**config.mk**
```make
export PLATFORM = sky130hd
export DESIGN_NAME = fetch_sequencer
export DESIGN_NICKNAME = d
export VERILOG_FILES = /design/src/rtl/nic8_pkg.sv /design/src/rtl/pc_counter.sv /design/src/rtl/fetch_sequencer.sv
export SDC_FILE = /design/constraint.sdc
export NUM_CORES = 1
export LEC_CHECK = 0
export CAP_MARGIN = 10
export CORE_MARGIN = 1
export CORE_UTILIZATION = 55
export CTS_BUF_LIST = sky130_fd_sc_hd__clkbuf_16
export CTS_CLUSTER_SIZE = 10
export DETAILED_ROUTE_END_ITERATION = 10
export MAX_ROUTING_LAYER = met4
export PLACE_DENSITY = 0.85
export SYNTH_ARGS = -nofsm -noshare
export SYNTH_HDL_FRONTEND = slang
export SYNTH_SLANG_ARGS = --single-unit
```
**constraint.sdc**
```tcl
create_clock -name clk -period 5.2 [get_ports clk]
set_input_delay 1.04 -clock clk [delete_from_list [all_inputs] [get_ports clk]]
set_output_delay 1.04 -clock clk [all_outputs]
set_load 0.01 [all_outputs]
```
**src/rtl/nic8_pkg.sv**
```systemverilog
// nic8_pkg: constants shared by the nic8 fetch sequencer and the control decoder.
//   FETCH_OPCODE    opcode presented to the decoder while fetching (dest=IR, source=ROM)
//   PH_FETCH/EXEC   encoding of the phaseExec output
//   DEST_IR/SRC_ROM decoder field codes that together form FETCH_OPCODE
package nic8_pkg;

    localparam logic [7:0] FETCH_OPCODE = 8'h00;

    localparam logic PH_FETCH = 1'b0;
    localparam logic PH_EXEC  = 1'b1;

    // Field codes used by the decoder; FETCH_OPCODE is simply both fields zero.
    localparam logic [3:0] DEST_IR = 4'h0;
    localparam logic [3:0] SRC_ROM = 4'h0;

    typedef enum logic {
        ST_FETCH = PH_FETCH,
        ST_EXEC  = PH_EXEC
    } phase_e;

endpackage

```
**src/rtl/pc_counter.sv**
```systemverilog
// pc_counter: loadable, enable-able program counter that wraps modulo 2^WIDTH.
//   clk, rst      clock, asynchronous active-high reset (count <= RESET_VAL)
//   i_load        load i_load_val this edge (has priority over i_inc)
//   i_load_val    value to load
//   i_inc         increment this edge
//   o_count       current count
module pc_counter #(
    parameter int                 WIDTH     = 8,
    parameter logic [WIDTH-1:0]   RESET_VAL = '0
) (
    input  logic             clk,
    input  logic             rst,
    input  logic             i_load,
    input  logic [WIDTH-1:0] i_load_val,
    input  logic             i_inc,
    output logic [WIDTH-1:0] o_count
);

    localparam logic [WIDTH-1:0] ONE = {{(WIDTH-1){1'b0}}, 1'b1};

    logic [WIDTH-1:0] r_count;

    // Counter register: load beats increment, increment wraps naturally.
    always_ff @(posedge clk or posedge rst) begin
        if (rst) begin
            r_count <= RESET_VAL;
        end else if (i_load) begin
            r_count <= i_load_val;
        end else if (i_inc) begin
            r_count <= r_count + ONE;
        end else begin
            r_count <= r_count;
        end
    end

    assign o_count = r_count;

endmodule

```
**src/rtl/fetch_sequencer.sv**
```systemverilog
// fetch_sequencer: nic8 fetch stage. Owns PC, IR and the FETCH/EXEC phase, plus a
// sticky jump-to-self halt flag and a saturating retired-instruction counter.
//   clk, reset    clock, asynchronous active-high reset
//   bus           data bus value this cycle
//   loadBarIR     decoder: low = IR loads from bus this edge
//   assertBarRom  decoder: low = ROM drives bus (operand consumed, PC advances)
//   doJump        decoder: high = PC loads from bus this edge
//   ir            opcode to decoder (FETCH_OPCODE in FETCH, IR register in EXEC)
//   pc            ROM address
//   phaseExec     0 = FETCH, 1 = EXEC
//   halted        sticky jump-to-self flag
//   instrCount    retired instructions, saturating
module fetch_sequencer
    import nic8_pkg::*;
#(
    parameter int                    PC_WIDTH  = 8,
    parameter logic [PC_WIDTH-1:0]   RESET_PC  = '0,
    parameter int                    CNT_WIDTH = 16
) (
    input  logic                 clk,
    input  logic                 reset,
    input  logic [7:0]           bus,
    input  logic                 loadBarIR,
    input  logic                 assertBarRom,
    input  logic                 doJump,
    output logic [7:0]           ir,
    output logic [PC_WIDTH-1:0]  pc,
    output logic                 phaseExec,
    output logic                 halted,
    output logic [CNT_WIDTH-1:0] instrCount
);

    localparam logic [CNT_WIDTH-1:0] CNT_ONE = {{(CNT_WIDTH-1){1'b0}}, 1'b1};

    phase_e                r_phase;
    phase_e                w_phase_next;
    logic [7:0]            r_ir;
    logic [PC_WIDTH-1:0]   r_instr_addr;
    logic                  r_halted;
    logic [CNT_WIDTH-1:0]  r_count;
    logic [PC_WIDTH-1:0]   w_pc;
    logic [PC_WIDTH-1:0]   w_bus_pc;
    logic                  w_fetch;
    logic                  w_retire;
    logic                  w_pc_load;
    logic                  w_pc_inc;
    logic                  w_halt_set;

    assign w_bus_pc = bus[PC_WIDTH-1:0];

    // Phase state register.
    always_ff @(posedge clk or posedge reset) begin
        if (reset) begin
            r_phase <= ST_FETCH;
        end else begin
            r_phase <= w_phase_next;
        end
    end

    // Next-phase and per-edge action decode. A fetch (IR load) outranks retiring the
    // current instruction, which also makes a stray doJump during a fetch harmless.
    always_comb begin
        w_phase_next = r_phase;
        w_fetch      = 1'b0;
        w_retire     = 1'b0;
        w_pc_load    = 1'b0;
        w_pc_inc     = 1'b0;
        w_halt_set   = 1'b0;
        if (r_halted) begin
            w_phase_next = r_phase;
        end else if (!loadBarIR && (r_phase == ST_FETCH || r_ir == FETCH_OPCODE)) begin
            // Chained fetch: an EXEC of opcode 00 is itself another fetch.
            w_fetch      = 1'b1;
            w_pc_inc     = 1'b1;
            w_phase_next = ST_EXEC;
        end else if (r_phase == ST_EXEC) begin
            w_retire     = 1'b1;
            w_phase_next = ST_FETCH;
            if (doJump) begin
                w_pc_load  = 1'b1;
                w_halt_set = (w_bus_pc == r_instr_addr);
            end else begin
                w_pc_inc   = !assertBarRom;
            end
        end else begin
            w_phase_next = r_phase;
        end
    end

    // IR, instruction address, halt flag and retired counter.
    always_ff @(posedge clk or posedge reset) begin
        if (reset) begin
            r_ir         <= FETCH_OPCODE;
            r_instr_addr <= RESET_PC;
            r_halted     <= 1'b0;
            r_count      <= '0;
        end else begin
            if (w_fetch) begin
                r_ir         <= bus;
                r_instr_addr <= w_pc;
            end else begin
                r_ir         <= r_ir;
                r_instr_addr <= r_instr_addr;
            end
            r_halted <= r_halted | w_halt_set;
            if (w_retire && (r_count != {CNT_WIDTH{1'b1}})) begin
                r_count <= r_count + CNT_ONE;
            end else begin
                r_count <= r_count;
            end
        end
    end

    pc_counter #(
        .WIDTH     (PC_WIDTH),
        .RESET_VAL (RESET_PC)
    ) u_pc (
        .clk        (clk),
        .rst        (reset),
        .i_load     (w_pc_load),
        .i_load_val (w_bus_pc),
        .i_inc      (w_pc_inc),
        .o_count    (w_pc)
    );

    assign ir         = (r_phase == ST_EXEC) ? r_ir : FETCH_OPCODE;
    assign pc         = w_pc;
    assign phaseExec  = r_phase;
    assign halted     = r_halted;
    assign instrCount = r_count;

endmodule

```
==> results.sh, run 1 <==
export IMPL_clock_sinks=42
export IMPL_hold_violations=0
export IMPL_cts_path_max_buffers=2
export IMPL_async_reset_ff_share_pct=100
export IMPL_drt_pass1_iter_count=4
export IMPL_post_cts_buffers=0
export IMPL_seq_power_share_pct=46.4
export IMPL_cts_resized=0
export IMPL_r2r_slack_ns=2.61
export IMPL_crit_type="flip-flop to output pin"
export IMPL_synthFlopType="dfrtp_1"
export IMPL_period_share_pct=53.5
export IMPL_pre_cts_slack_ns=2.22
export IMPL_r2r_start="r_ir[3]"
export IMPL_grt_pass1_wl_mm=8.47
export IMPL_pwr_share_clk_pct=47.4
export IMPL_ant_nets=0
export IMPL_p_per_area_nw_per_um2=250
export IMPL_dieWidth_um=65.7
export IMPL_slowest_stage="dfrtp_1"
export IMPL_netSwitchingFraction_pct=20.4
export IMPL_leakagePower_uw=0.00131
export IMPL_slew_violations=0
export IMPL_viasPerCell=6.08
export IMPL_rows=22
export IMPL_tritoncts="done"
export IMPL_coreArea_um2=3770
export IMPL_hold_slack_ns=0.510
export IMPL_arrival_ns=1.74
export IMPL_ys_seq_area_share_pct=47.1
export IMPL_synth_area_um2=2230
export IMPL_postCtsHoldBufs=0
export IMPL_path_depth=2
export IMPL_crit_path_end_kind="output pin"
export IMPL_avgSynthCellArea_um2=10.6
export IMPL_synthToLayoutAreaGrowth_pct=29.8
export IMPL_rsz0062_at_grt="false"
export IMPL_holdPathStages=1
export IMPL_cts_root_buf="clkbuf_16"
export IMPL_layout_min_cycle_time_ns=2.78
export IMPL_critPathLaunch="phaseExec"
export IMPL_worstPathRequired_ns=4.16
export IMPL_path_clk_slew_ns=0.06
export IMPL_yosysTopAreaCell="dfrtp_1"
export IMPL_diodes=0
export IMPL_port_buffers=46
export IMPL_finalNetCount=273
export IMPL_hold_path_class="flip-flop to flip-flop"
export IMPL_path_cells="and2_1 -> clkdlybuf4s50_1"
export IMPL_start_util_pct=59.2
export IMPL_drc=0
export IMPL_io_pins=47
export IMPL_synth_edf_count=0
export IMPL_cp_buffers_inverters=1
export IMPL_relSlewSlack_pct=41.6
export IMPL_stdcell_count=307
export IMPL_overflow=0
export IMPL_ir_drop_mv=0.186
export IMPL_synth_top_cell_area_share_pct=47.1
export IMPL_wl_per_cell_um=16.5
export IMPL_skew_ns=0.00714
export IMPL_cts_buffers=5
export IMPL_drtIter0Drc=143
export IMPL_worstMarginPinSlew_ns=0.873
export IMPL_grt_max_degree=43
export IMPL_synth_nets=225
export IMPL_maxCapViolCount=0
export IMPL_htreeDepth=2
export IMPL_ys_top_cells_by_count="42 x dfrtp_1, 16 x nand3_1, 12 x inv_1"
export IMPL_cp_top_family="flip-flops"
export IMPL_numPlacedInstances=298
export IMPL_slowest_delay_ns=0.70
export IMPL_track_usage_pct=27.1
export IMPL_die_area_um2=4320
export IMPL_p_sw_uw=147
export IMPL_drive_gt1_share_pct=10.0
export IMPL_combPwrFrac_pct=6.2
export IMPL_endpoint="ir[4]"
export IMPL_setup_ws_ns=2.42
export IMPL_r2r_end="r_ir[2]"
export IMPL_via_count=1866
export IMPL_antenna_found_initial=0
export IMPL_syn_inst=210
export IMPL_yosysMostFrequentCell="dfrtp_1"
export IMPL_grt_pass1_vias=1721
export IMPL_ys_top_cells_by_area="dfrtp_1 47%, mux2_2 5.6%, mux2_1 4.5%, xor2_1 4.3%, nand3_1 3.6%"
export IMPL_max_freq_mhz=359
export IMPL_die_h_um=65.7
export IMPL_dpl_hpwl_mm=3.50
export IMPL_p_int_uw=576
export IMPL_clk_latency_ns=0.28
export IMPL_synth_seq_cells=42
export IMPL_cp_start_kind="flip-flop"
export IMPL_ys_types=38
export IMPL_setup_violations=0
export IMPL_reg2reg_depth=4
export IMPL_place_congestion=0.866
export IMPL_outcome="completed"
export IMPL_setup_tns_final_ns=0
export IMPL_routed_wl_mm=5.06
export IMPL_yosys_warnings=0
export IMPL_cp_max_fo=19
## per-layer routing
layer	vias to the layer above	part of all wire (%)	track usage, %
li1	863	-	-
met1	920	44	36.7
met2	75	48	40.3
met3	8	6.3	6.08
met4	0	1.6	8.97
met5	-	0	-
## layout by cell type, fill, tap and decap left out, types with 4 or more instances in the layout
cell type / synthesis / layout
clkdlybuf4s50_1: 0 / 46
dfrtp_1: 42 / 42
nand3_1: 16 / 16
inv_1: 12 / 14
nand2_1: 11 / 11
mux2_2: 11 / 11
xor2_1: 11 / 11
and2_1: 10 / 10
o211ai_1: 9 / 9
mux2_1: 9 / 9
xnor2_1: 8 / 8
nor2_1: 7 / 7
nor4_1: 7 / 7
o221ai_1: 7 / 7
nand4_1: 6 / 6
nor3_1: 6 / 6
clkbuf_16: 0 / 5
nor4b_1: 4 / 4
## through the flow
step                util (%)  cell area (um^2)  total power [uW]
CTS                     76.6              2890               726
global route            76.8              2900               747
global placement        72.3              2730               384
detailed placement      72.3              2730               386
floorplan                  -              2230               363
finish                  76.8              2900               723
## worst register-to-register path, stage by stage, from the launching register on
cell and delay [ns]:
dfrtp_1 0.40, or4_4 0.57, or2_1 0.30, a211oi_4 0.78, mux2_2 0.43
## registers in the layout, summed over array words and instances, names as in the netlist
name,flops
r_instr_addr,8
halted,1
r_ir,8
phaseExec,1
u_pc.o_count,8
instrCount,16
## cell families (layout without fill, tap and decap cells)
group	after synthesis	in the layout	share of synthesized area, %
and+or+nand+nor	77	77	19.4
muxes	20	20	10.1
AOI/OAI and AO/OA	30	30	11.0
DFF	42	42	47.1
xor gates and xnor gates	19	19	7.46
buffers and inverters	20	69	3.76
adders and majority gates	2	2	1.12
## final cells by class
cell class              instances  area [um^2]
clock buffers                   5          125
clock inverters                 3         37.5
fillers                       270          876
inverters                      12         45.0
multi-input cells             148         1100
flip-flops and latches         42         1050
well taps                      48         60.1
repair buffers                 49          480
## power groups by stage
stage	combinational [uW]	clock, uW	sequential [uW]
final	45.0	343	335
after global routing	49.1	362	335
after CTS	45.4	346	335
after detailed placement	44.9	0	341
after global placement	43.9	0	340
after floorplan	24.3	0	338
## worst min path at each step
stage                               start               to  slack, ns
after floorplan                   r_ir[7]          r_ir[7]       0.47
after global placement    r_instr_addr[3]  r_instr_addr[3]       0.49
after detailed placement  r_instr_addr[7]  r_instr_addr[7]       0.50
after CTS                 r_instr_addr[7]  r_instr_addr[7]       0.51
after global routing              r_ir[7]          r_ir[7]       0.53
final                     r_instr_addr[7]  r_instr_addr[7]       0.51
No activity file was read; power rests on OpenSTA's default activity.
==> run 2: changes to the inputs <==
CORE_UTILIZATION = 46   (was 55)
PLACE_DENSITY = 0.76   (was 0.85)
clock period = 2.5 ns   (was 5.2 ns; I/O delays follow)
==> run 2 against run 1 <==
Total power increased by 91%. First-iteration DRC count decreased by 15%. Combinational power increased by 120%. Sequential power increased by 110%. Largest power group is now registers. Highest routed layer unchanged.
==> results.sh, run 2 (synthesis gave the netlist of run 1 again) <==
export IMPL_outcome="completed"
export IMPL_slowest_delay_ns=0.68
export IMPL_reg2reg_depth=5
export IMPL_setup_violations=0
export IMPL_cts_path_max_buffers=2
export IMPL_path_depth=2
export IMPL_relSlewSlack_pct=51.8
export IMPL_io_pins=47
export IMPL_coreArea_um2=4500
export IMPL_ant_nets=0
export IMPL_crit_type="flip-flop to output pin"
export IMPL_dpl_hpwl_mm=3.51
export IMPL_drt_pass1_iter_count=4
export IMPL_finalNetCount=280
export IMPL_max_freq_mhz=452
export IMPL_drtIter0Drc=121
export IMPL_cts_resized=0
export IMPL_dieWidth_um=71.6
export IMPL_die_h_um=71.6
export IMPL_total_power_uw=1380
export IMPL_port_buffers=46
export IMPL_critPathLaunch="phaseExec"
export IMPL_overflow=0
export IMPL_grt_pass1_vias=1723
export IMPL_crit_path_end_kind="output pin"
export IMPL_path_cells="and2_1 -> clkdlybuf4s50_1"
export IMPL_hold_path_class="flip-flop to flip-flop"
export IMPL_via_count=1818
export IMPL_skew_ns=0.00479
export IMPL_r2r_end="r_ir[4]"
export IMPL_synthToLayoutAreaGrowth_pct=31.1
export IMPL_ir_drop_mv=0.466
export IMPL_postCtsHoldBufs=0
export IMPL_maxCapViolCount=0
export IMPL_clk_latency_ns=0.27
export IMPL_endpoint="ir[6]"
export IMPL_grt_max_degree=43
export IMPL_path_clk_slew_ns=0.06
export IMPL_cp_start_kind="flip-flop"
export IMPL_setup_tns_final_ns=0
export IMPL_start_util_pct=49.5
export IMPL_cp_max_fo=19
export IMPL_worstPathRequired_ns=2.00
export IMPL_drive_gt1_share_pct=12.1
export IMPL_slew_violations=0
export IMPL_drc=0
export IMPL_r2r_slack_ns=0.32
export IMPL_layout_min_cycle_time_ns=2.21
export IMPL_tritoncts="done"
export IMPL_final_common_cell="clkdlybuf4s50_1"
export IMPL_clock_sinks=42
export IMPL_period_share_pct=88.5
export IMPL_slowest_stage="dfrtp_1"
export IMPL_viasPerCell=5.74
export IMPL_post_cts_buffers=0
export IMPL_rows=24
export IMPL_diodes=0
export IMPL_cp_buffers_inverters=1
export IMPL_antenna_found_initial=0
export IMPL_leakagePower_uw=0.00134
export IMPL_arrival_ns=1.71
export IMPL_routed_wl_mm=4.74
export IMPL_multi_input_area_um2=1100
export IMPL_wl_per_cell_um=14.9
export IMPL_mostFrequentLayoutCells="46 x clkdlybuf4s50_1, 42 x dfrtp_1, 16 x nand3_1"
export IMPL_cp_top_family="flip-flops"
export IMPL_n_fill_cell=383
export IMPL_hold_violations=0
export IMPL_cts_buffers=5
export IMPL_grt_pass1_wl_mm=8.18
export IMPL_worstMarginPinSlew_ns=0.717
export IMPL_hold_slack_ns=0.506
export IMPL_place_congestion=0.833
export IMPL_track_usage_pct=20.9
export IMPL_p_per_area_nw_per_um2=472
export IMPL_htreeDepth=2
export IMPL_regArea_um2=1050
export IMPL_die_area_um2=5130
export IMPL_rsz0062_at_grt="false"
export IMPL_largest_register_ff_count=16
export IMPL_r2r_start="r_ir[3]"
export IMPL_cts_root_buf="clkbuf_16"
-- run 2: report_power, final --
part / switching (uW) / total (uW) / internal, uW / leakage, uW
registers: 8.93 / 697 / 688 / 0.000529
logic: 47.9 / 98.2 / 50.3 / 0.000736
clock network: 228 / 585 / 356 / 0.0000723
total: 285 / 1380 / 1090 / 0.00134
-- run 2: layout make-up --
cell class                 count  share of cell area, %
inverter                      12                   1.54
clock buffer                   5                   4.28
clock inverter                 2                  0.257
tap                           52                   2.22
multi-input combinational    148                   37.5
timing repair buffer          56                   18.3
sequential                    42                   35.9
-- run 2: per-stage QoR --
step	cell area (um^2)	instances	util [%]	setup WS (ns)
4_1_cts	2930	317	64.9	0.263
5_1_grt	2930	317	64.9	0.174
3_3_place_gp	2790	310	62.0	0.349
3_5_place_dp	2790	310	62.0	0.329
6_report	2930	317	64.9	0.288
2_1_floorplan	2230	210	-	0.270
-- run 2: how the worst min path moves through the flow --
| stage | startpoint | to | slack (ns) | depth (start not counted) |
|---|---|---|---|---|
| floorplan | r_ir[7] | r_ir[7] | 0.47 | 1 |
| global placement | r_ir[7] | r_ir[7] | 0.48 | 1 |
| detailed placement | r_instr_addr[3] | r_instr_addr[3] | 0.50 | 1 |
| CTS | r_instr_addr[3] | r_instr_addr[3] | 0.51 | 1 |
| global route | r_instr_addr[0] | r_instr_addr[0] | 0.52 | 1 |
| finish | r_instr_addr[0] | r_instr_addr[0] | 0.51 | 1 |
-- run 2: per-layer routing --
layer / up-vias / share of wire, % / global-route usage [%]
li1: 875 / - / -
met1: 892 / 50 / 30.0
met2: 46 / 45 / 30.5
met3: 5 / 4.6 / 3.38
met4: 0 / 1.2 / 6.75
met5: - / 0 / -
==> run 3: changes to the inputs <==
CORE_UTILIZATION = 56   (was 46)
CTS_CLUSTER_SIZE = not set   (was 10)
DONT_BUFFER_PORTS = 1   (was not set)
PLACE_DENSITY = 0.74   (was 0.76)
==> run 3 against run 2 <==
Design area shrank 16%. Routed wire length grew 5.0%. Non-clock buffer count shrank 49. Utilization grew 1.1 points. Worst hold slack lost 0.26 ns.
==> results.sh, run 3 (synthesis gave the netlist of run 1 again) <==
export IMPL_die_h_um=65.1
export IMPL_clk_latency_ns=0.28
export IMPL_p_per_area_nw_per_um2=598
export IMPL_wl_per_cell_um=18.8
export IMPL_maxCapViolCount=0
export IMPL_grt_pass1_wl_mm=8.20
export IMPL_hold_violations=0
export IMPL_worstMarginPinSlew_ns=0.695
export IMPL_outcome="completed"
export IMPL_ant_nets=0
export IMPL_coreArea_um2=3740
export IMPL_track_usage_pct=27.0
export IMPL_relSlewSlack_pct=53.7
export IMPL_drt_pass1_iter_count=4
export IMPL_routed_wl_mm=4.97
export IMPL_final_common_cell="dfrtp_1"
export IMPL_dieWidth_um=65.1
export IMPL_start_util_pct=59.6
export IMPL_grt_max_degree=43
export IMPL_grt_pass1_vias=1663
export IMPL_place_congestion=0.780
export IMPL_r2r_slack_ns=0.24
export IMPL_cts_root_buf="clkbuf_16"
export IMPL_max_freq_mhz=443
export IMPL_port_buffers=0
export IMPL_cts_path_max_buffers=2
export IMPL_overflow=0
export IMPL_drc=0
export IMPL_endpoint="r_instr_addr[1]"
export IMPL_cp_max_fo=12
export IMPL_clock_sinks=42
export IMPL_cp_start_kind="flip-flop"
export IMPL_layout_min_cycle_time_ns=2.26
export IMPL_rows=22
export IMPL_drtIter0Drc=118
export IMPL_post_cts_buffers=0
export IMPL_cts_resized=0
export IMPL_tritoncts="done"
export IMPL_crit_path_end_kind="flip-flop"
export IMPL_setup_violations=0
export IMPL_setup_tns_final_ns=0
export IMPL_stdcell_count=265
export IMPL_arrival_ns=2.42
export IMPL_htreeDepth=2
export IMPL_diodes=0
export IMPL_cts_buffers=5
export IMPL_r2r_end="r_instr_addr[1]"
export IMPL_slew_violations=0
export IMPL_crit_type="flip-flop to flip-flop"
export IMPL_leakagePower_uw=0.00116
export IMPL_path_clk_slew_ns=0.06
export IMPL_critPathLaunch="r_ir[3]"
export IMPL_ir_drop_mv=0.408
export IMPL_n_fill_cell=312
export IMPL_drive_gt1_share_pct=14.3
export IMPL_numPlacedInstances=257
export IMPL_die_area_um2=4240
export IMPL_hold_path_class="input pin to asynchronous set/reset pin"
export IMPL_dpl_hpwl_mm=3.53
export IMPL_reg2reg_depth=5
export IMPL_period_share_pct=90.2
export IMPL_multi_input_area_um2=1100
export IMPL_total_power_uw=1480
export IMPL_regArea_um2=1050
export IMPL_skew_ns=0.00375
export IMPL_synthToLayoutAreaGrowth_pct=10.8
export IMPL_worstPathRequired_ns=2.66
export IMPL_antenna_found_initial=0
export IMPL_io_pins=47
export IMPL_via_count=1685
export IMPL_rsz0062_at_grt="false"
export IMPL_hold_slack_ns=0.243
export IMPL_mostFrequentLayoutCells="42 x dfrtp_1, 16 x nand3_1, 13 x inv_1"
export IMPL_r2r_start="r_ir[3]"
export IMPL_finalNetCount=231
export IMPL_postCtsHoldBufs=0
export IMPL_viasPerCell=6.36
export IMPL_largest_register_ff_count=16
[run 3: cell types whose count changed in the layout (fill, tap and decap cells not counted)]
cell,change
clkinvlp_4,+1
buf_4,-3
inv_1,-1
bufinv_16,+1
clkdlybuf4s50_1,-46
[run 3: metal layers]
metal	vias to the layer above	GRT usage, %	wire length [um]
li1	782	-	-
met1	840	28.9	1900
met2	54	46.1	2650
met3	9	7.29	311
met4	0	13.3	104
met5	-	-	0
[run 3: final cells by class]
class / count / area share, %
clock buffers: 5 / 5.06
repair buffers: 7 / 2.13
flip-flops and latches: 42 / 42.5
clock inverters: 3 / 1.67
multi-input cells: 148 / 44.4
well taps: 48 / 2.43
inverters: 12 / 1.82
[run 3: worst min-delay path by stage]
stage / from / to / slack (ns) / depth (start not counted)
2_1_floorplan: r_ir[7] / r_ir[7] / 0.47 / 1
3_3_place_gp: r_ir[7] / r_ir[7] / 0.49 / 1
3_5_place_dp: r_instr_addr[7] / r_instr_addr[7] / 0.50 / 1
4_1_cts: reset / instrCount[1] / 0.26 / 2
5_1_grt: reset / r_ir[4] / 0.29 / 2
6_report: reset / instrCount[1] / 0.24 / 2
[run 3: through the flow]
step | utilization, % | cell area, um^2 | setup slack [ns]
after floorplan | - | 2230 | 0.270
after detailed placement | 61.6 | 2300 | 0.281
final | 66.0 | 2470 | 0.245
after CTS | 66.0 | 2470 | 0.249
after global routing | 66.0 | 2470 | 0.162
after global placement | 61.6 | 2300 | 0.352
[run 3: critical path, cell delays in order (launching register included)]
cell      delay [ns]
dfrtp_1         0.38
or4_4           0.57
or2_1           0.30
a211oi_4        0.28
buf_4           0.25
mux2_1          0.35
[run 3: power by group]
part	leakage (uW)	internal, uW	switching [uW]
Sequential	0.000529	687	7.50
Combinational	0.000548	22.5	35.9
Clock	0.0000812	467	258
Total	0.00116	1180	301
